**src/rtl/axis_lab_pkg.sv**
```systemverilog
// rtl/axis_lab_pkg.sv - shared state type and constants for the AXI-Stream lab blocks
package axis_lab_pkg;

  // Sink/source run state.
  typedef enum logic {
    ST_IDLE = 1'b0,
    ST_RUN  = 1'b1
  } lab_state_e;

  localparam logic [15:0] ERR_CNT_MAX = 16'hFFFF;

  // x^16 + x^14 + x^13 + x^11 + 1 as right-shifting Galois taps.
  localparam logic [15:0] LFSR_POLY   = 16'hB400;
  localparam logic [15:0] LFSR_SEED   = 16'hACE1;

endpackage

```
**src/rtl/axis_lfsr16.sv**
```systemverilog
// rtl/axis_lfsr16.sv - 16-bit Galois LFSR, advances only while enabled
module axis_lfsr16
  import axis_lab_pkg::*;
(
  input  logic        clk,
  input  logic        rst_n,
  input  logic        enable,
  output logic [15:0] state
);

  logic [15:0] lfsr_q;
  logic [15:0] lfsr_d;

  // Next LFSR value: shift right, fold in the taps when a one falls out.
  always_comb begin
    lfsr_d = lfsr_q;
    if (enable) begin
      lfsr_d = {1'b0, lfsr_q[15:1]} ^ (lfsr_q[0] ? LFSR_POLY : 16'h0000);
    end
  end

  // LFSR register, restarts from the shared seed.
  always_ff @(posedge clk or negedge rst_n) begin
    if (!rst_n) begin
      lfsr_q <= LFSR_SEED;
    end else begin
      lfsr_q <= lfsr_d;
    end
  end

  assign state = lfsr_q;

endmodule

```
**config.mk**
```make
export PLATFORM = sky130hd
export DESIGN_NAME = axis_lfsr16
export DESIGN_NICKNAME = d
export VERILOG_FILES = /design/src/rtl/axis_lab_pkg.sv /design/src/rtl/axis_lfsr16.sv
export SDC_FILE = /design/constraint.sdc
export NUM_CORES = 1
export LEC_CHECK = 0
export CAP_MARGIN = 0
export CORE_MARGIN = 3
export CORE_UTILIZATION = 40
export DETAILED_ROUTE_END_ITERATION = 16
export PLACE_DENSITY = 0.76
export SLEW_MARGIN = 15
export SYNTH_ARGS = -nofsm -noshare
export SYNTH_HDL_FRONTEND = slang
export SYNTH_SLANG_ARGS = --single-unit
export TNS_END_PERCENT = 20
```
**constraint.sdc**
```tcl
create_clock -name clk -period 0.9 [get_ports clk]
set_clock_uncertainty 0.05 [all_clocks]
set_input_delay 0.27 -clock clk [delete_from_list [all_inputs] [get_ports clk]]
set_output_delay 0.27 -clock clk [all_outputs]
set_load 0.05 [all_outputs]
```
==> impl_metrics.py <==
metrics = {
    "finish": {
        "layout_commonest_cell": "buf_12",
        "synthToLayoutAreaGrowth_pct": 78.43,
        "multiInputGateArea_um2": 221.5,
        "register_area_um2": 417.9,
        "largest_reg_flops": 16,
        "diodes": 0,
        "fillers": 71,
        "layout_common_cells": "buf_12 (18), mux2_2 (7), dfstp_2 (7)",
        "fin_util_pct": 82.67,
        "drive_gt1_share_pct": 76.71,
        "nets": 77,
    },
    "timing": {
        "hold_violations": 0,
        "setup_ws_ns": -0.4606,
        "drv_slew": 0,
        "setup_violations": 28,
        "rsz0062_at_grt": "yes",
        "slew_headroom_pct": 87.04,
        "fin_crit_sh_pct": 151.2,
        "worstMarginPinSlew_ns": 0.1944,
        "fmax_mhz": 734.9,
        "final.min_clock_period_ns": 1.361,
    },
    "grt": {
        "grt_usage_pct": 14.48,
        "grt_pass1_wl_mm": 2.180,
        "grt_pass1_vias": 484,
        "grt_max_degree": 20,
        "overflow": 0,
        "antenna_found_initial": 0,
    },
    "synth": {
        "synthCells": 40,
        "yosys_warnings": 0,
        "syn_area_per_cell_um2": 16.39,
        "ys_seq_area_share_pct": 62.60,
        "yosysUniqueCellTypes": 9,
        "synth_fp_nets": 43,
        "syn_area_um2": 655.6,
        "ys_ff_latch": 16,
    },
    "cts": {
        "cts_buffer_depth": 2,
        "htree_levels": 1,
        "clock_sinks": 16,
        "cts_tree": "built",
        "clkLatencyLatePin_ns": 0.28,
        "cts.clk_slew.worst_paths_ns": 0.09,
        "cts_root_buffer": "clkbuf_4",
        "ctsHoldBuffers": 0,
        "numCtsBuffers": 3,
    },
    "worst_setup_path": {
        "start_kind": "flop",
        "slowest_stage": "dfstp_4",
        "cpLargestDelayFamily": "flip-flops",
        "crit_path_cell_trace": "buf_12",
        "critPathMaxFanout": 2,
        "cp.arrival_ns": 1.04,
        "slowest_delay_ns": 0.64,
        "required_ns": 0.58,
        "end_kind": "primary output",
        "critPathKind": "flop to primary output",
        "crit_buf_inv": 1,
    },
    "drt": {
        "wl_per_cell_um": 14.85,
        "drt_wl_total_mm": 1.307,
        "drt_pass1_iterations": 2,
        "ant_nets": 0,
        "viasPerCell": 5.023,
        "vias": 442,
        "dr.first_iter.drc_count": 6,
        "drc": 0,
    },
    "die": {
        "pin_count": 19,
        "die_h_um": 46.49,
        "die_area_um2": 2161,
        "row_count": 13,
        "start_util_pct": 46.33,
        "die_x_um": 46.49,
        "core_area_um2": 1415,
    },
    "run_status": {
        "violations": "setup timing",
        "status": "finished with violations",
    },
    "hold_path": {
        "hold_path.class": "primary input to async pin",
    },
    "placement": {
        "place_congestion": 0.6488,
        "portBuffers": 18,
    },
    "job": {
        "maxCapViolCount": 0,
    },
}
## kinds of logic (layout without fill, tap and decap cells)
| family | Yosys count | after routing | share of synthesized area [%] |
|---|---|---|---|
| flops | 16 | 16 | 62.59 |
| mux | 13 | 13 | 24.62 |
| compound gates | 3 | 3 | 2.289 |
| xor+xnor | 3 | 3 | 4.008 |
| simple gates | 3 | 3 | 1.717 |
| buf+inv | 2 | 35 | 4.771 |
## per-layer routing
layer	wire, um	global-route usage (%)
met1	563	19.66
met2	668	21.98
met3	66	2.734
met4	10	6.818
met5	0	0
## per-stage QoR
step	cells	hold slack, ns	area (um2)	setup slack [ns]	setup TNS [ns]
after global routing	88	0.2785	1170	-0.4971	-8.010
after detailed placement	77	0.4925	1065	-0.5592	-8.780
final	88	0.2764	1170	-0.4606	-7.116
after CTS	86	0.2770	1139	-0.4732	-6.947
after global placement	77	0.4764	1065	-0.5493	-8.550
after floorplan	40	-0.07559	675.6	-0.1843	-2.776
## final timing paths
| kind | cells after the start | end | slack (ns) | startpoint |
|---|---|---|---|---|
| worst max-delay path | 1 | state[0] | -0.46 | state[0]$_DFFE_PN1P_ |
| worst min-delay path | 2 | state[8]$_DFFE_PN0P_ | 0.28 | rst_n |
| worst max register to register | 3 | state[15]$_DFFE_PN1P_ | -0.25 | state[0]$_DFFE_PN1P_ |
| worst min register to register | 1 | state[7]$_DFFE_PN1P_ | 0.53 | state[8]$_DFFE_PN0P_ |
| max in group asynchronous | 2 | state[15]$_DFFE_PN1P_ | 0.31 | rst_n |
| min in group clk | 3 | state[10]$_DFFE_PN1P_ | 0.39 | enable |
## timing repair
item / CTS / global route
resized for setup: 4 / 5
endpoints found under the hold margin: 0 / 0
setup endpoints to repair: 32 / 31
cloned: 0 / 0
setup buffers: 5 / 2
## Yosys cell counts
| master | n | area share (%) |
|---|---|---|
| mux2_2 | 9 | 15 |
| dfrtp_1 | 8 | 31 |
| dfstp_2 | 8 | 32 |
| mux2_4 | 4 | 9.2 |
| a21oi_1 | 3 | 2.3 |
| nor2_1 | 3 | 1.7 |
| xnor2_1 | 3 | 4.0 |
| buf_12 | 1 | 3.1 |
| buf_6 | 1 | 1.7 |
## area by class of cell
type / instances / area share [%]
tap: 15 / 1.604
multi-input combinational: 22 / 18.93
clock buffer: 4 / 2.246
timing repair buffer: 31 / 41.50
sequential: 16 / 35.72
Power is left out: the tool's default activity adds up to more than one toggle a clock period on the data nets, which glitch-free logic cannot reach.
